**src/rtl/mp_seg_pkg.sv**
```systemverilog
// Shared 7-segment definitions for the multiplexed display driver and its decoder.
// Keeping both tables here means the encode and decode sides cannot drift apart.
package mp_seg_pkg;

    localparam int SEG_W = 7;
    localparam int DIGITS = 4;

    // Bit order of DISP: {a,b,c,d,e,f,g}, a segment is lit when its bit is 0.
    typedef logic [SEG_W-1:0] seg_t;

    localparam seg_t SEG_0     = 7'b0000001;
    localparam seg_t SEG_1     = 7'b1001111;
    localparam seg_t SEG_2     = 7'b0010010;
    localparam seg_t SEG_3     = 7'b0000110;
    localparam seg_t SEG_4     = 7'b1001100;
    localparam seg_t SEG_5     = 7'b0100100;
    localparam seg_t SEG_6     = 7'b0100000;
    localparam seg_t SEG_7     = 7'b0001111;
    localparam seg_t SEG_8     = 7'b0000000;
    localparam seg_t SEG_9     = 7'b0000100;
    localparam seg_t SEG_A     = 7'b0001000;
    localparam seg_t SEG_B     = 7'b1100000;
    localparam seg_t SEG_C     = 7'b0110001;
    localparam seg_t SEG_D     = 7'b1000010;
    localparam seg_t SEG_E     = 7'b0110000;
    localparam seg_t SEG_F     = 7'b0111000;
    localparam seg_t SEG_BLANK = 7'b1111111;

    typedef enum logic [1:0] {
        AN_IDLE,
        AN_ONE,
        AN_MULTI
    } an_class_t;

    typedef struct packed {
        logic [3:0] nibble;
        logic       legal;
        logic       blank;
    } seg_dec_t;

    // Anodes are active-low; count how many are driven.
    function automatic an_class_t classify_an(input logic [DIGITS-1:0] an);
        int lows;
        lows = 0;
        for (int i = 0; i < DIGITS; i++) begin
            if (!an[i]) lows++;
        end
        if (lows == 0) return AN_IDLE;
        if (lows == 1) return AN_ONE;
        return AN_MULTI;
    endfunction

    // Position of the lowest active anode; meaningful only for the AN_ONE class.
    function automatic logic [1:0] an_index(input logic [DIGITS-1:0] an);
        logic [1:0] idx;
        idx = 2'd0;
        for (int i = DIGITS - 1; i >= 0; i--) begin
            if (!an[i]) idx = 2'(i);
        end
        return idx;
    endfunction

endpackage

```
**src/rtl/seg7_decode.sv**
```systemverilog
// Combinational 7-segment pattern decoder: DISP -> {nibble, legal, blank}.
// Blank decodes as a legal pattern with nibble 0.
module seg7_decode
    import mp_seg_pkg::*;
(
    input  logic [SEG_W-1:0] disp,
    output seg_dec_t         dec
);

    // NOTE: every output gets a default before the case so no path can infer a latch.
    always_comb begin
        dec = '{nibble: 4'h0, legal: 1'b1, blank: 1'b0};
        unique case (disp)
            SEG_0:     dec.nibble = 4'h0;
            SEG_1:     dec.nibble = 4'h1;
            SEG_2:     dec.nibble = 4'h2;
            SEG_3:     dec.nibble = 4'h3;
            SEG_4:     dec.nibble = 4'h4;
            SEG_5:     dec.nibble = 4'h5;
            SEG_6:     dec.nibble = 4'h6;
            SEG_7:     dec.nibble = 4'h7;
            SEG_8:     dec.nibble = 4'h8;
            SEG_9:     dec.nibble = 4'h9;
            SEG_A:     dec.nibble = 4'hA;
            SEG_B:     dec.nibble = 4'hB;
            SEG_C:     dec.nibble = 4'hC;
            SEG_D:     dec.nibble = 4'hD;
            SEG_E:     dec.nibble = 4'hE;
            SEG_F:     dec.nibble = 4'hF;
            SEG_BLANK: dec.blank  = 1'b1;
            default:   dec.legal  = 1'b0;
        endcase
    end

endmodule

```
**src/rtl/mp_display_decoder.sv**
```systemverilog
// Receive side of the multiplexed 4-digit display: recovers each scanned digit
// and publishes a coherent 16-bit value once every anode has been seen.
module mp_display_decoder
    import mp_seg_pkg::*;
#(
    parameter int SETTLE  = 2,
    parameter int TIMEOUT = 1024
) (
    input  logic              clk,
    input  logic              rst_n,
    input  logic [SEG_W-1:0]  disp,
    input  logic [DIGITS-1:0] an,
    output logic [15:0]       value,
    output logic [DIGITS-1:0] blank,
    output logic              decimal,
    output logic              frame,
    output logic              segerr,
    output logic              anerr,
    output logic              stale
);

    localparam int CNT_W = (SETTLE > 1) ? $clog2(SETTLE + 1) : 1;
    localparam int TMO_W = $clog2(TIMEOUT + 1);
    localparam logic [CNT_W-1:0] CNT_TOP = CNT_W'(SETTLE - 1);
    localparam logic [TMO_W-1:0] TMO_TOP = TMO_W'(TIMEOUT);

    logic [SEG_W-1:0]      disp_q, disp_p;
    logic [DIGITS-1:0]     an_q, an_p;
    logic [CNT_W-1:0]      cnt, cnt_nxt;
    logic [TMO_W-1:0]      tcnt, tcnt_nxt;
    logic [DIGITS-1:0]     seen, seen_nxt;
    logic [DIGITS-1:0][3:0] shadow;
    logic [DIGITS-1:0]     blank_s;

    logic       sample_diff;
    logic       act;
    logic       do_cap;
    logic       seg_bad;
    logic       an_bad;
    logic       frame_now;
    logic       all_dec;
    an_class_t  an_cls;
    logic [1:0] idx;
    seg_dec_t   dec;

    seg7_decode u_dec (
        .disp (disp_q),
        .dec  (dec)
    );

    // Stability: act fires once, on the edge where the dwell counter first reaches SETTLE-1.
    always_comb begin
        sample_diff = (disp_q != disp_p) || (an_q != an_p);
        cnt_nxt     = cnt;
        if (sample_diff) begin
            cnt_nxt = '0;
        end else if (cnt != CNT_TOP) begin
            cnt_nxt = cnt + 1'b1;
        end
        act = (cnt_nxt == CNT_TOP) && (sample_diff || (cnt != CNT_TOP));
    end

    always_comb begin
        an_cls    = classify_an(an_q);
        idx       = an_index(an_q);
        do_cap    = act && (an_cls == AN_ONE) && dec.legal;
        seg_bad   = act && (an_cls == AN_ONE) && !dec.legal;
        an_bad    = act && (an_cls == AN_MULTI);
        frame_now = (seen == '1);

        // A capture on the frame edge starts the next frame's mask.
        seen_nxt = frame_now ? '0 : seen;
        if (do_cap) seen_nxt[idx] = 1'b1;

        tcnt_nxt = tcnt;
        if (do_cap) begin
            tcnt_nxt = '0;
        end else if (tcnt != TMO_TOP) begin
            tcnt_nxt = tcnt + 1'b1;
        end

        all_dec = 1'b1;
        for (int i = 0; i < DIGITS; i++) begin
            if (!blank_s[i] && (shadow[i] > 4'd9)) all_dec = 1'b0;
        end
    end

    // NOTE: sequential state uses non-blocking assignments so every register samples pre-edge values.
    always_ff @(posedge clk) begin
        if (!rst_n) begin
            // Input copies reset to idle/blank so no phantom dwell follows reset.
            disp_q  <= SEG_BLANK;
            disp_p  <= SEG_BLANK;
            an_q    <= '1;
            an_p    <= '1;
            cnt     <= '0;
            tcnt    <= '0;
            seen    <= '0;
            // NOTE: shadow digits are storage, but are cleared here so a post-reset frame never exposes stale data.
            shadow  <= '0;
            blank_s <= '0;
            value   <= '0;
            blank   <= '0;
            decimal <= 1'b0;
            frame   <= 1'b0;
            segerr  <= 1'b0;
            anerr   <= 1'b0;
            stale   <= 1'b0;
        end else begin
            disp_q <= disp;
            an_q   <= an;
            disp_p <= disp_q;
            an_p   <= an_q;
            cnt    <= cnt_nxt;
            tcnt   <= tcnt_nxt;
            seen   <= seen_nxt;
            frame  <= frame_now;
            segerr <= seg_bad;
            anerr  <= an_bad;

            if (do_cap) begin
                shadow[idx]  <= dec.nibble;
                blank_s[idx] <= dec.blank;
            end

            if (frame_now) begin
                value   <= shadow;
                blank   <= blank_s;
                decimal <= all_dec;
                stale   <= 1'b0;
            end else if (tcnt_nxt == TMO_TOP) begin
                stale <= 1'b1;
            end
        end
    end

endmodule

```
**config.mk**
```make
export PLATFORM = sky130hd
export DESIGN_NAME = mp_display_decoder
export DESIGN_NICKNAME = d
export VERILOG_FILES = /design/src/rtl/mp_seg_pkg.sv /design/src/rtl/seg7_decode.sv /design/src/rtl/mp_display_decoder.sv
export SDC_FILE = /design/constraint.sdc
export NUM_CORES = 1
export LEC_CHECK = 0
export CAP_MARGIN = 20
export CORE_MARGIN = 8
export CORE_UTILIZATION = 27
export CTS_CLUSTER_SIZE = 40
export DETAILED_ROUTE_END_ITERATION = 10
export PLACE_DENSITY = 0.48
export SLEW_MARGIN = 15
export SYNTH_ARGS = -nofsm -noshare
export SYNTH_HDL_FRONTEND = slang
export SYNTH_HIERARCHICAL = 1
export SYNTH_SLANG_ARGS = --single-unit
```
**constraint.sdc**
```tcl
create_clock -name clk -period 2.9 [get_ports clk]
set_input_delay 0.58 -clock clk [delete_from_list [all_inputs] [get_ports clk]]
set_output_delay 0.58 -clock clk [all_outputs]
set_load 0.03 [all_outputs]
```
==> flow_summary.json, run 1 <==
{
  "die_h_microns": 134,
  "rsz0062_at_grt": "no",
  "ant_nets": 0,
  "min_path_type": "reg2reg",
  "cellPowerDensity_nw_per_um2": 532,
  "worst_ir_drop_vdd_uv": 232,
  "cts_buffers": 9,
  "crit_path_start": "an_q[0]",
  "yosys.cell_types.count": 54,
  "grt_pass1_vias": 2904,
  "period_share_pct": 93.1,
  "avgRoutedWirePerCell_microns": 13.4,
  "drt-pass1-iter-count": 4,
  "endpoint": "tcnt[0]",
  "synth_cells": 408,
  "cts-root-buf": "clkbuf_16",
  "yosysSeqAreaShare_pct": 44.8,
  "maxCapViolations": 0,
  "reg2regPathDepth": 8,
  "antenna_found_initial": 0,
  "yosys_warnings": 6,
  "drive_gt1_share_pct": 8.05,
  "tightestPinTransition_ps": 682,
  "path_max_fanout": 11,
  "leakage_nw": 1.73,
  "setup_viol": 0,
  "io_buffers": 37,
  "drv_slew": 0,
  "postCtsSetupRepairBufs": 0,
  "dp_hpwl_mm": 5.97,
  "n_fill_cell": 1431,
  "finalClockSkew_ps": 8.71,
  "die_w_microns": 134,
  "drt_wl_total_mm": 8.41,
  "synth-edff-count": 0,
  "antenna_cells": 0,
  "hold_viol": 0,
  "max_freq_mhz": 370,
  "worstReg2RegStart": "an_q[0]",
  "hold_start": "value[13]",
  "drc": 0,
  "grt-ovfl-total": 0,
  "cts.clk_slew.worst_paths_ps": 60,
  "cts_resized": 0,
  "io_pins": 38,
  "grt_max_degree": 38,
  "via_count": 2828,
  "fin_tns_setup_ps": 0,
  "cp.required_ps": 3130,
  "ys_ff_latch": 84,
  "cts_hold_buf": 0,
  "worst_skew_pair.late_latency_ps": 340,
  "r2r_slack_ps": 200,
  "num_rows": 43,
  "cts_buffer_depth": 2,
  "total_power_mw": 2.43,
  "maxSlewHeadroom_pct": 54.5,
  "via_per_inst": 4.51,
  "nNetsFinal": 460,
  "drtIter0Drc": 162,
  "critPathArrivalTime_ps": 2930,
  "status": "finished clean",
  "start_util_pct": 27.4,
  "synth_area_per_cell_sq_um": 9.21,
  "fp.coreArea_sq_um": 13700,
  "track_usage_pct": 9.81,
  "start_kind": "flip-flop",
  "gp_congestion": 0.805,
  "cts_tree": "yes",
  "cts_sinks": 84,
  "r2r_end": "tcnt[0]",
  "grt_pass1_wl_mm": 14.3,
  "synthFlopType": "dfxtp_1",
  "dieArea_sq_um": 17900,
  "period_needed_ps": 2700,
  "end_kind": "flip-flop",
  "async_flop_share_pct": 0,
  "synth_area_sq_um": 3760,
  "area_delta_synth_final_pct": 21.6,
  "worstSetupPathType": "reg2reg",
  "mappedNetlistNets": 426,
  "cts.htree.levels": 3
}
[per-stage QoR]
step	hold slack (ps)	setup WS (ps)	instance area (sq um)	instances	utilization (%)
after floorplan	439	218	3760	408	-
final	462	200	4570	627	33.3
after global routing	479	4.79	4570	627	33.3
after CTS	466	154	4570	627	33.3
after detailed placement	453	169	4290	611	31.3
after global placement	450	275	4290	611	31.3
[worst max-delay path, cell delays in order (launching register included)]
cell and delay [ps]:
dfxtp_1 320, inv_1 80, ha_1 330, xnor2_1 230
ha_1 270, or3_1 390, a211oi_4 410, a21boi_1 310
and2_1 250
[per-layer routing]
| layer | share of wire, % | vias up | GRT usage [%] |
|---|---|---|---|
| li1 | - | 1461 | - |
| met1 | 49 | 1320 | 11.8 |
| met2 | 45 | 37 | 16.0 |
| met3 | 3.7 | 10 | 2.99 |
| met4 | 1.6 | 0 | 3.93 |
| met5 | 0 | - | 0 |
[sequential cells by signal, summed over array words and instances, names as in the netlist]
register  cells
segerr        1
shadow       16
an_p          4
seen          4
disp_p        7
cnt           2
frame         1
blank         4
value        16
disp_q        7
stale         1
an_q          4
blank_s       4
anerr         1
decimal       1
tcnt         11
[cell usage after synthesis (all sizes together), types with 2 or more instances]
library cell  number  area [sq um]
nand3             16          95.1
clkbuf            14          52.6
nand4              7          50.1
xnor2             24           210
a21boi            25           188
a211oi             4          47.5
nand2             82           308
buf                7          55.1
nor3               7          40.0
mux2i             21           210
nor4               3          18.8
a21oi              5          25.0
and3               4          25.0
nand2b            21           131
o211ai             6          45.0
o32a               2          20.0
nand3b             3          22.5
xor2               3          26.3
inv               12          45.0
nor2b              8          50.1
and2              11          68.8
dfxtp             84          1680
nor2               7          26.3
nor4b              3          38.8
ha                 5          62.6
and4               3          26.3
a31oi              2          12.5
o21ai              2          10.0
[where the power goes]
group	total (mW)	switching, mW	internal (mW)	leakage, nW
logic	0.150	0.0726	0.0778	0.918
registers	1.20	0.0300	1.17	0.682
clock network	1.08	0.489	0.588	0.133
[worst min path at each step]
stage                      to  slack, ps  cells after the start
global placement      seen[3]        450                      2
CTS                   seen[2]        470                      2
finish              value[13]        460                      2
floorplan           shadow[0]        440                      2
global route          seen[2]        480                      2
detailed placement  shadow[0]        450                      2
[layout make-up]
type / count / area, sq um / share of cell area [%]
Clock buffer: 10 / 229 / 5.01
Clock inverter: 6 / 47.5 / 1.04
Inverter: 12 / 45.0 / 0.986
Multi-Input combinational cell: 291 / 1920 / 42.1
Sequential cell: 84 / 1680 / 36.8
Timing Repair Buffer: 44 / 418 / 9.15
Tap cell: 180 / 225 / 4.93
[cell families after synthesis]
group / count (synthesis) / synth area share [%]
XOR/XNOR: 27 / 6.29
AO/OA/AOI/OAI: 55 / 11.7
AND/OR/NAND/NOR: 182 / 25.7
buffers and inverters: 33 / 4.06
multiplexers: 22 / 5.89
adder cells (fa/ha/maj): 5 / 1.67
flip-flops: 84 / 44.8
[cells in the final DEF (no fill, tap or decap), types with 2 or more instances in the layout]
master,instances
a211oi_1,2
a21boi_0,20
a21boi_1,5
a21oi_1,5
a31oi_1,2
and2_1,11
and3_1,4
and4_1,3
buf_4,7
clkbuf_16,9
clkdlybuf4s50_1,36
clkinv_4,2
dfxtp_1,84
ha_1,5
inv_1,12
inv_6,2
mux2i_1,21
nand2_1,82
nand2b_1,21
nand3_1,13
nand3_2,3
nand3b_1,3
nand4_1,6
nor2_1,7
nor2b_1,8
nor3_1,6
nor4_1,3
nor4b_2,2
o211ai_1,6
o21ai_0,2
o32a_1,2
xnor2_1,24
xor2_1,3
(Power assumes the default switching activity.)
==> run 2: changes to the inputs <==
--- a/config.mk
+++ b/config.mk
@@ -8,6 +8,7 @@
 export CAP_MARGIN = 20
 export CORE_MARGIN = 8
 export CORE_UTILIZATION = 27
+export CTS_BUF_LIST = sky130_fd_sc_hd__clkbuf_4 sky130_fd_sc_hd__clkbuf_8
 export CTS_CLUSTER_SIZE = 40
 export DETAILED_ROUTE_END_ITERATION = 10
 export PLACE_DENSITY = 0.48
==> run 2 against run 1 <==
Against the previous run:
- first-iteration DRC count down 2.5%
- clock power down 28%
- sequential cell count stayed put
- register-to-register slack about the same
- die area unchanged
- non-clock buffer count is the same
- clock-buffer cell count stayed put
- cell count unchanged
- critical endpoint is now blank_s[1]
==> flow_summary.json, run 2 (synthesis gave the netlist of run 1 again) <==
{
  "status": "finished clean",
  "grt_pass1_wl_mm": 14.2,
  "ant_nets": 0,
  "gp_congestion": 0.805,
  "setup_viol": 0,
  "worstReg2RegStart": "an_q[0]",
  "layout_common_cells": "dfxtp_1, nand2_1, clkdlybuf4s50_1",
  "critPathArrivalTime_ps": 2950,
  "cp.required_ps": 3150,
  "worst_ir_drop_vdd_uv": 180,
  "cpMostUsedCell": "ha_1",
  "via_count": 2799,
  "hold_end": "value[13]",
  "antenna_cells": 0,
  "drt_wl_total_mm": 8.38,
  "track_usage_pct": 9.77,
  "top_regs": "shadow x16, value x16, tcnt x11",
  "worstSetupPathType": "reg2reg",
  "cts_buffers": 9,
  "cts.clk_slew.worst_paths_ps": 90,
  "fp.coreArea_sq_um": 13700,
  "drive_gt1_share_pct": 8.50,
  "cts.htree.levels": 3,
  "rsz0062_at_grt": "no",
  "drt-pass1-iter-count": 4,
  "grt-ovfl-total": 0,
  "dp_cells": 611,
  "finalClockSkew_ps": 16.1,
  "num_rows": 43,
  "grt_max_degree": 38,
  "end_kind": "flip-flop",
  "instances_no_fill": 627,
  "period_share_pct": 92.9,
  "worst_skew_pair.late_latency_ps": 370,
  "dieArea_sq_um": 17900,
  "avgRoutedWirePerCell_microns": 13.4,
  "io_buffers": 37,
  "period_needed_ps": 2690,
  "min_path_type": "reg2reg",
  "leakage_nw": 1.69,
  "maxSlewHeadroom_pct": 55.7,
  "cts-root-buf": "clkbuf_8",
  "n_fill_cell": 1442,
  "drv_slew": 0,
  "path_cells": "inv_1 -> ha_1 -> xnor2_1 -> ha_1 -> or3_1 -> a211oi_4 -> nand4_2 -> mux2i_1",
  "via_per_inst": 4.46,
  "start_util_pct": 27.4,
  "final_common_cell": "dfxtp_1",
  "die_w_microns": 134,
  "start_kind": "flip-flop",
  "post-place-ws_ps": 169,
  "drtIter0Drc": 158,
  "antenna_found_initial": 0,
  "r2r_slack_ps": 210,
  "die_h_microns": 134,
  "cpPeakStageDelay_ps": 430,
  "cpLargestDelayFamily": "simple AND/OR/NAND/NOR gates",
  "nNetsFinal": 460,
  "cellPowerDensity_nw_per_um2": 476,
  "reg2regPathDepth": 8,
  "cts_buffer_depth": 2,
  "dp_hpwl_mm": 5.97,
  "hold_depth": 2,
  "utilization_pct": 32.6,
  "path_max_fanout": 6,
  "fin_tns_setup_ps": 0,
  "area_delta_synth_final_pct": 19.1,
  "cts_tree": "yes",
  "cp.buffers_inverters": 1,
  "r2r_end": "blank_s[1]",
  "cts_sinks": 84,
  "cp_slowest_cell": "a211oi_4",
  "drc": 0,
  "io_pins": 38,
  "tightestPinTransition_ps": 664,
  "maxCapViolations": 0,
  "grt_pass1_vias": 2909,
  "max_freq_mhz": 371,
  "setup_ws_ps": 206,
  "hold_start": "value[13]",
  "hold_viol": 0
}
run 2: cell counts in the layout (fill, tap and decap cells not counted):
Identical to the previous run, type by type.
run 2: worst min-delay path, cell delays in order (launching register included):
cell	delay [ps]
dfxtp_1	320
nand2_1	50
a21boi_0	60
run 2: per-stage QoR:
| stage | total power [mW] | hold WS (ps) | area, sq um |
|---|---|---|---|
| 4_1_cts | 2.17 | 470 | 4470 |
| 3_5_place_dp | 1.38 | 453 | 4290 |
| 5_1_grt | 2.23 | 483 | 4480 |
| 2_1_floorplan | 1.33 | 439 | 3760 |
| 6_report | 2.13 | 465 | 4480 |
| 3_3_place_gp | 1.38 | 450 | 4290 |
run 2: report_power, final:
group,switching [mW],internal [mW]
Sequential,0.0300,1.17
Clock,0.450,0.328
Combinational,0.0729,0.0780
run 2: how the worst max path moves through the flow:
| stage | from | end | slack, ps | cells past startpoint |
|---|---|---|---|---|
| 2_1_floorplan | an_q[0] | blank_s[1] | 220 | 8 |
| 3_3_place_gp | an_q[0] | tcnt[2] | 270 | 8 |
| 3_5_place_dp | an_q[0] | tcnt[0] | 170 | 8 |
| 4_1_cts | an_q[0] | tcnt[5] | 160 | 8 |
| 5_1_grt | an_q[0] | shadow[7] | 10 | 8 |
| 6_report | an_q[0] | blank_s[1] | 210 | 8 |
run 2: timing repair:
action,CTS,global route
resized for setup,0,1
hold buffers,0,0
buffers inserted,0,0
endpoints found under the hold margin,0,0
endpoints found under the setup margin,0,1
run 2: layout make-up:
class                   count  area (sq um)  share of cell area, %
multi-input cells         291          1930                   43.1
flip-flops and latches     84          1680                   37.6
repair buffers             44           418                   9.34
well taps                 180           225                   5.03
clock buffers              10           131                   2.94
clock inverters             6          47.5                   1.06
inverters                  12          45.0                   1.01
run 2: layer usage:
metal  wire length [microns]  track usage, %
met4                     116            3.93
met1                    4060            11.6
met5                       0               0
met3                     330            2.99
met2                    3870            16.1
==> run 3: changes to the inputs <==
--- a/config.mk
+++ b/config.mk
@@ -11,7 +11,8 @@
 export CTS_BUF_LIST = sky130_fd_sc_hd__clkbuf_4 sky130_fd_sc_hd__clkbuf_8
 export CTS_CLUSTER_SIZE = 40
 export DETAILED_ROUTE_END_ITERATION = 10
-export PLACE_DENSITY = 0.48
+export PLACE_DENSITY = 0.47
+export REMOVE_ABC_BUFFERS = 1
 export SLEW_MARGIN = 15
 export SYNTH_ARGS = -nofsm -noshare
 export SYNTH_HDL_FRONTEND = slang
==> constraint.sdc (replaced) <==
create_clock -name clk -period 2.5 [get_ports clk]
set_input_delay 0.5 -clock clk [delete_from_list [all_inputs] [get_ports clk]]
set_output_delay 0.5 -clock clk [all_outputs]
set_load 0.03 [all_outputs]
==> run 3 against run 2 <==
Against the previous run:
- combinational power increased by 45%
- cell count rose by 2.9%
- via count increased by 3.5%
- highest routed layer unchanged
- clock skew fell by 7.6 ps
- non-clock buffer count rose by 18
- worst setup slack worse by 69 ps
- global-route usage up 0.20 points
- core utilization grew 1.6 points
- hold slack worse by 1.5 ps
==> flow_summary.json, run 3 (synthesis gave the netlist of run 1 again) <==
{
  "finalClockSkew_ps": 8.47,
  "cellPowerDensity_nw_per_um2": 536,
  "dp_cells": 629,
  "worstSetupPathType": "reg2reg",
  "r2r_end": "shadow[7]",
  "period_needed_ps": 2360,
  "cts_hold_buf": 0,
  "nNetsFinal": 478,
  "ant_nets": 0,
  "switching_power_mw": 0.619,
  "drv_slew": 0,
  "track_usage_pct": 9.97,
  "use_met1_pct": 12.4,
  "path_max_fanout": 6,
  "cp.required_ps": 2740,
  "drc": 0,
  "cts_tree": "yes",
  "drive_gt1_share_pct": 13.1,
  "hold_viol": 0,
  "r2r_slack_ps": 140,
  "cts_buffers": 9,
  "status": "finished clean",
  "maxCapViolations": 0,
  "antenna_cells": 0,
  "worst_skew_pair.late_latency_ps": 360,
  "dieArea_sq_um": 17900,
  "p_seq_share_pct": 55.0,
  "fp.coreArea_sq_um": 13700,
  "drt_wl_total_mm": 8.46,
  "min_path_type": "reg2reg",
  "start_util_pct": 27.4,
  "cts_sinks": 84,
  "area_delta_synth_final_pct": 24.9,
  "cts_buffer_depth": 2,
  "cts.htree.levels": 3,
  "multi_input_area_sq_um": 1980,
  "leakage_nw": 1.79,
  "drt-pass1-iter-count": 4,
  "grt-ovfl-total": 0,
  "max_freq_mhz": 423,
  "io_pins": 38,
  "grt_max_degree": 48,
  "via_count": 2897,
  "clock_power_share_pct": 36.3,
  "die_w_microns": 134,
  "dpl-instance-area_sq_um": 4440,
  "postCtsSetupRepairBufs": 0,
  "p_sw_share_pct": 24.6,
  "stdcell_area_sq_um": 4690,
  "start_kind": "flip-flop",
  "critPathArrivalTime_ps": 2610,
  "top_usage_layer": "met2",
  "avgRoutedWirePerCell_microns": 13.1,
  "grt_util_met3_pct": 3.07,
  "hold_depth": 2,
  "cts-root-buf": "clkbuf_8",
  "worst_ir_drop_vdd_uv": 201,
  "grt_pass1_vias": 2925,
  "period_share_pct": 94.5,
  "via_per_inst": 4.49,
  "dp_hpwl_mm": 6.12,
  "instances_no_fill": 645,
  "worstReg2RegStart": "an_q[0]",
  "io_buffers": 37,
  "cts.clk_slew.worst_paths_ps": 80,
  "gp_congestion": 0.740,
  "grt_pass1_wl_mm": 14.4,
  "reg2regPathDepth": 10,
  "setup_viol": 0,
  "fin_hold_ws_ps": 464,
  "seq_area_sq_um": 1680,
  "n_fill_cell": 1453,
  "end_kind": "flip-flop",
  "antenna_found_initial": 0,
  "grtUsageMet2_pct": 15.7,
  "rsz0062_at_grt": "no",
  "pwr-share-comb_pct": 8.7,
  "intPower_mw": 1.90,
  "die_h_microns": 134,
  "hold_start": "seen[3]",
  "hold_end": "seen[3]",
  "top_regs": "shadow x16, value x16, tcnt x11",
  "num_rows": 43,
  "fin_tns_setup_ps": 0,
  "total_power_mw": 2.52,
  "final_common_cell": "dfxtp_1",
  "layout_common_cells": "dfxtp_1, nand2_1, clkdlybuf4s50_1",
  "maxSlewHeadroom_pct": 53.3,
  "tightestPinTransition_ps": 701,
  "drtIter0Drc": 100
}
run 3: cell count changes in the layout (fill, tap and decap cells not counted), moves of 2 or more:
cell and delta:
nand3_4 +3, inv_6 -2, clkinv_2 +2, clkbuf_8 +2, nand3_2 -3, buf_4 +15, buf_6 +2
run 3: cell type report:
cell class | instances | share of cell area [%]
repair buffers | 62 | 12.2
clock buffers | 12 | 3.39
inverters | 12 | 0.960
flip-flops and latches | 84 | 35.9
clock inverters | 4 | 0.507
well taps | 180 | 4.80
multi-input cells | 291 | 42.3
run 3: timing repair:
item,4_1_cts,5_1_grt
gates cloned,0,0
endpoints found under the setup margin,22,30
pin swaps,1,5
resized for setup,6,6
run 3: metal layers:
metal  vias up  share of wire [%]
met5         -                  0
met4         0                1.6
met3        10                3.9
met2        43                 45
met1      1354                 50
li1       1490                  -
run 3: worst max path at each step:
stage	from	end
final	an_q[0]	shadow[7]
after global routing	an_q[0]	shadow[7]
after CTS	an_q[0]	shadow[7]
after detailed placement	an_q[0]	shadow[4]
after global placement	an_q[0]	shadow[5]
after floorplan	an_q[0]	blank_s[1]
run 3: stage by stage:
step	setup slack [ps]	utilization (%)
after global placement	-58.0	32.4
after CTS	26.5	34.0
after global routing	1.73	34.2
after detailed placement	-94.5	32.4
after floorplan	-182	-
final	136	34.2
run 3: power groups by stage:
stage	combinational [mW]	sequential, mW	clock, mW
after floorplan	0.108	1.42	0
after global placement	0.207	1.41	0
after detailed placement	0.209	1.42	0
after CTS	0.216	1.38	0.965
after global routing	0.242	1.39	1.01
final	0.219	1.38	0.912
run 3: critical path: stages (launching register included):
cell and delay (ps):
dfxtp_2 330, buf_6 120, ha_1 180, nor2b_2 160, nor2_2 130, ha_1 260
or3_4 340, a211oi_4 230, buf_6 180, nand4_4 160, mux2i_1 160
